--- src/rtl/instr_decoder.sv ---
// ---------------------------------------------------------------------------
// instr_decoder
//   Decode-stage instruction decoder for a MIPS subset. The opcode and
//   function fields of the D-stage instruction are turned into one-hot
//   instruction flags, which the D-stage controller uses in the same cycle.
//   Class summaries and an illegal flag are derived from the flags. A
//   registered copy of the flags and a sticky illegal flag are also kept.
//
// Ports
//   clk           in   1   system clock, all registers on rising edge
//   reset         in   1   synchronous, active-high reset (registers only)
//   op            in   6   instruction[31:26]
//   func          in   6   instruction[5:0], only used when op == 6'b000000
//   addu, subu    out  1   R-type ADDU / SUBU
//   ori, lui      out  1   ORI / LUI
//   lw, sw        out  1   LW / SW
//   beq           out  1   BEQ
//   j, jal, jr    out  1   J / JAL / JR
//   reg_write     out  1   addu|subu|ori|lui|lw|jal
//   mem_access    out  1   lw|sw
//   jump_any      out  1   beq|j|jal|jr
//   illegal       out  1   no instruction flag set
//   dec_q         out  10  registered {addu,subu,ori,lui,lw,sw,beq,j,jal,jr}
//   illegal_seen  out  1   sticky: an illegal decode was clocked since reset
//
// There is no handshake: the decoder is purely combinational plus two
// unconditionally clocked registers.
// ---------------------------------------------------------------------------
module instr_decoder (
  input  logic       clk,
  input  logic       reset,
  input  logic [5:0] op,
  input  logic [5:0] func,
  output logic       addu,
  output logic       subu,
  output logic       ori,
  output logic       lui,
  output logic       lw,
  output logic       sw,
  output logic       beq,
  output logic       j,
  output logic       jal,
  output logic       jr,
  output logic       reg_write,
  output logic       mem_access,
  output logic       jump_any,
  output logic       illegal,
  output logic [9:0] dec_q,
  output logic       illegal_seen
);

  localparam logic [5:0] OP_RTYPE = 6'b000000;
  localparam logic [5:0] OP_J     = 6'b000010;
  localparam logic [5:0] OP_JAL   = 6'b000011;
  localparam logic [5:0] OP_BEQ   = 6'b000100;
  localparam logic [5:0] OP_ORI   = 6'b001101;
  localparam logic [5:0] OP_LUI   = 6'b001111;
  localparam logic [5:0] OP_LW    = 6'b100011;
  localparam logic [5:0] OP_SW    = 6'b101011;

  localparam logic [5:0] FN_ADDU  = 6'b100001;
  localparam logic [5:0] FN_SUBU  = 6'b100011;
  localparam logic [5:0] FN_JR    = 6'b001000;

  logic [9:0] w_flags;
  logic [9:0] r_dec_q;
  logic       r_illegal_seen;

  // Each branch sets at most one bit, so the vector is one-hot or zero.
  // func only matters inside the R-type branch.
  always_comb begin
    w_flags = 10'b0;
    case (op)
      OP_RTYPE: begin
        case (func)
          FN_ADDU: w_flags[9] = 1'b1;
          FN_SUBU: w_flags[8] = 1'b1;
          FN_JR:   w_flags[0] = 1'b1;
          default: w_flags    = 10'b0;
        endcase
      end
      OP_ORI:  w_flags[7] = 1'b1;
      OP_LUI:  w_flags[6] = 1'b1;
      OP_LW:   w_flags[5] = 1'b1;
      OP_SW:   w_flags[4] = 1'b1;
      OP_BEQ:  w_flags[3] = 1'b1;
      OP_J:    w_flags[2] = 1'b1;
      OP_JAL:  w_flags[1] = 1'b1;
      default: w_flags    = 10'b0;
    endcase
  end

  assign {addu, subu, ori, lui, lw, sw, beq, j, jal, jr} = w_flags;

  assign reg_write  = addu | subu | ori | lui | lw | jal;
  assign mem_access = lw | sw;
  assign jump_any   = beq | j | jal | jr;
  assign illegal    = ~(|w_flags);

  // Reset takes priority, so an illegal decode in the reset cycle is dropped.
  always_ff @(posedge clk) begin
    if (reset) begin
      r_dec_q        <= 10'b0;
      r_illegal_seen <= 1'b0;
    end else begin
      r_dec_q <= w_flags;
      if (illegal) begin
        r_illegal_seen <= 1'b1;
      end
    end
  end

  assign dec_q        = r_dec_q;
  assign illegal_seen = r_illegal_seen;

endmodule

--- config.mk ---
export PLATFORM = sky130hd
export DESIGN_NAME = instr_decoder
export DESIGN_NICKNAME = d
export VERILOG_FILES = /design/src/rtl/instr_decoder.sv
export SDC_FILE = /design/constraint.sdc
export NUM_CORES = 1
export LEC_CHECK = 0
export CAP_MARGIN = 15
export CORE_ASPECT_RATIO = 1.1
export CORE_MARGIN = 3
export CORE_UTILIZATION = 34
export CTS_CLUSTER_DIAMETER = 30
export DETAILED_ROUTE_END_ITERATION = 8
export PLACE_DENSITY_LB_ADDON = 0.08
export SLEW_MARGIN = 20
export SYNTH_ARGS = -nofsm -noshare
export SYNTH_HDL_FRONTEND = slang
export SYNTH_SLANG_ARGS = --single-unit
export TNS_END_PERCENT = 20
--- constraint.sdc ---
create_clock -name clk -period 3.2 [get_ports clk]
set_input_delay 0.48 -clock clk [delete_from_list [all_inputs] [get_ports clk]]
set_output_delay 0.48 -clock clk [all_outputs]
set_load 0.005 [all_outputs]
==> flow_summary.yaml <==
pwr:
  power_density_nw_per_um2: 288
  seqPwrFrac: 0.499
  power.share.combinational: 0.180
  p_total_uw: 278
  peakVddDrop_uv: 141
  clkPwrFrac: 0.321
  p_sw_frac: 0.222
  p_sw_uw: 61.8
  intPower_uw: 216
  p_leak_nw: 0.378
synthesis:
  synthTopCellsByCount: "dfxtp_1 (11), nor2_1 (10), inv_1 (7), nor3_1 (7)"
  yosysTopAreaCell: "dfxtp_1"
  synth_top_flop_cell: "dfxtp_1"
  syn_nets: 75
  synth-seq-cells: 11
  syn_area_per_cell_sq_um: 8.49
  yosysUniqueCellTypes: 23
  async_reset_ff_frac: 0
  yosysMostFrequentCell: "dfxtp_1"
  synth_edf_count: 0
  synth_top_area_share: 0.425
  synth-seq-area-share: 0.425
  synthTopCellsByArea: "dfxtp_1 (43%), nor2_1 (7.2%), nor3_1 (6.8%)"
  synth_cells: 61
  syn_area_sq_um: 518
  yosysWarnings: 0
routing:
  vias_per_cell: 4.62
  drtAntennaViolNets: 0
  route.met2.wl_um: 643
  drt_iter0_drc: 3
  vias: 564
  dr.pass1.iters: 4
  drc: 0
  wl_met1_um: 573
  wl_um: 1330
  wire_per_inst_um: 10.9
  top_layer: "met4"
  wl_met3_um: 96
sta:
  fin_crit_sh: 0.974
  setup_tns_ns: 0
  drv_slew: 0
  tightest_slew_ns: 0.466
  report.final.hold_viol_count: 0
  max_freq_ghz: 0.321
  setup_viol_count_final: 0
  grt_setup_unrepaired: "false"
  slew_headroom: 0.689
  fin_skew_ns: 0
  layout_min_cycle_time_ns: 3.12
clock_tree:
  cts_setup_buffers: 0
  cts.clk_slew.worst_paths_ns: 0.07
  clk_path_buf_depth: 2
  root_buffer: "clkbuf_4"
  tritoncts: "yes"
  htreeDepth: 1
  postCtsHoldBufs: 0
  cts_buffers: 3
  clkLatencyLatePin_ns: 0.26
  clock_sinks: 11
  cts_resized: 0
cells_and_area:
  seqCellArea_sq_um: 220
  final_layout_size_suffix_gt1_frac: 0.142
  nFillCells: 136
  nets: 121
  layout-area-overhead-vs-synth_pct: 86.0
  final_util: 0.688
  antenna_cells: 0
  multi_input_area_sq_um: 245
place:
  hpwl_um: 1140
  gp_congestion: 0.835
  io_buffers: 38
flow_run:
  drv_cap: 0
worst_setup_path:
  rr_endpoint: "illegal_seen"
  path_cells: "clkdlybuf4s50_1 -> or4_4 -> or4b_4 -> nor2_1 -> clkdlybuf4s50_1"
  cpLargestDelayFamily: "simple AND/OR/NAND/NOR gates"
  critPathLaunchType: "primary input"
  crit_arrival_ns: 2.64
  rr_startpoint: "illegal_seen"
  slowest_stage: "or4b_4"
  critical_path_required_ns: 2.72
  critical_path_class: "primary input to output pin"
  slowest_delay_ns: 0.58
  path_buf_inv: 2
  r2r_slack_ns: 2.66
  reg2regPathDepth: 2
  path_max_fanout: 6
  crit_top_cell: "clkdlybuf4s50_1"
  end_kind: "output pin"
global_routing:
  antenna_found_initial: 0
  grt_max_degree: 12
  grt.total_usage: 0.144
  grt_pass1_vias: 530
  grt_overflow: 0
  grt_pass1_wl_um: 2190
die:
  dieArea_sq_um: 2030
  fp.dieH_um: 46.9
  rows: 14
  fp.dieW_um: 43.2
  core_sq_um: 1400
  io_pins: 39
  initial_utilization: 0.370
min_path:
  min_to: "illegal_seen"
  hold_path_class: "flip-flop to flip-flop"
  hold_start: "illegal_seen"
  holdPathStages: 2
outcome:
  status: "completed"
## layout make-up
class,count,share of cell area
Timing Repair Buffer,44,0.442
Multi-Input combinational cell,40,0.255
Sequential cell,11,0.229
Clock buffer,4,0.0273
Inverter,7,0.0273
Tap cell,16,0.0208
## power by group through the flow
stage / Clock (mW) / Sequential, mW / Combinational [mW]
6_report: 0.0893 / 0.139 / 0.0499
3_5_place_dp: 0 / 0.142 / 0.0501
2_1_floorplan: 0 / 0.142 / 0.0155
5_1_grt: 0.0987 / 0.139 / 0.0546
4_1_cts: 0.0942 / 0.139 / 0.0503
3_3_place_gp: 0 / 0.142 / 0.0492
## how the worst max path moves through the flow
stage / startpoint / to / cells past startpoint
2_1_floorplan: op[0] / illegal / 6
3_3_place_gp: op[0] / addu / 5
3_5_place_dp: op[0] / addu / 5
4_1_cts: op[0] / addu / 5
5_1_grt: op[0] / subu / 5
6_report: op[0] / addu / 5
## logic make-up after synthesis
family / synth area share
and+or+nand+nor: 0.411
DFF: 0.425
buffers and inverters: 0.101
AOI/OAI and AO/OA: 0.0628
## worst register-to-register path: stages, from the launching register on
cell and delay, ns:
dfxtp_1 0.32, inv_1 0.05, a21oi_2 0.10
## sequential cells by signal, summed over array words and instances (netlist names)
signal	flops
illegal_seen	1
dec_q	10
## metal layers
| metal | GRT usage | vias to the layer above |
|---|---|---|
| li1 | - | 297 |
| met2 | 0.236 | 27 |
| met5 | 0 | - |
| met1 | 0.191 | 238 |
| met3 | 0.0115 | 2 |
| met4 | 0.0723 | 0 |
## layout by cell type, fill, tap and decap left out
cell | synthesis | final
clkdlybuf4s50_1 | 0 | 38
dfxtp_1 | 11 | 11
nor2_1 | 10 | 10
inv_1 | 7 | 7
nor3_1 | 7 | 7
buf_4 | 0 | 6
nand2_1 | 3 | 3
nor2b_1 | 3 | 3
clkbuf_4 | 0 | 3
nand3_1 | 2 | 2
nor3_2 | 2 | 2
or4_4 | 1 | 1
nor4_1 | 1 | 1
or4b_4 | 1 | 1
nand3b_1 | 1 | 1
and2_1 | 1 | 1
nor4b_1 | 1 | 1
nand2b_1 | 1 | 1
nand4_1 | 1 | 1
or3_1 | 1 | 1
nor3b_1 | 1 | 1
a311oi_1 | 1 | 1
o2111ai_2 | 1 | 1
a21oi_2 | 1 | 1
clkbuf_1 | 1 | 1
## metrics by stage
stage | cells | area (sq um) | hold slack (ns) | worst slack, ns
finish | 122 | 963 | 0.453 | 0.0829
global route | 122 | 963 | 0.461 | 0.00302
CTS | 122 | 963 | 0.453 | 0.0692
detailed placement | 118 | 937 | 0.447 | 0.0697
global placement | 118 | 937 | 0.441 | 0.0862
floorplan | 61 | 518 | 0.449 | 0.804
(Power assumes the default switching activity.)
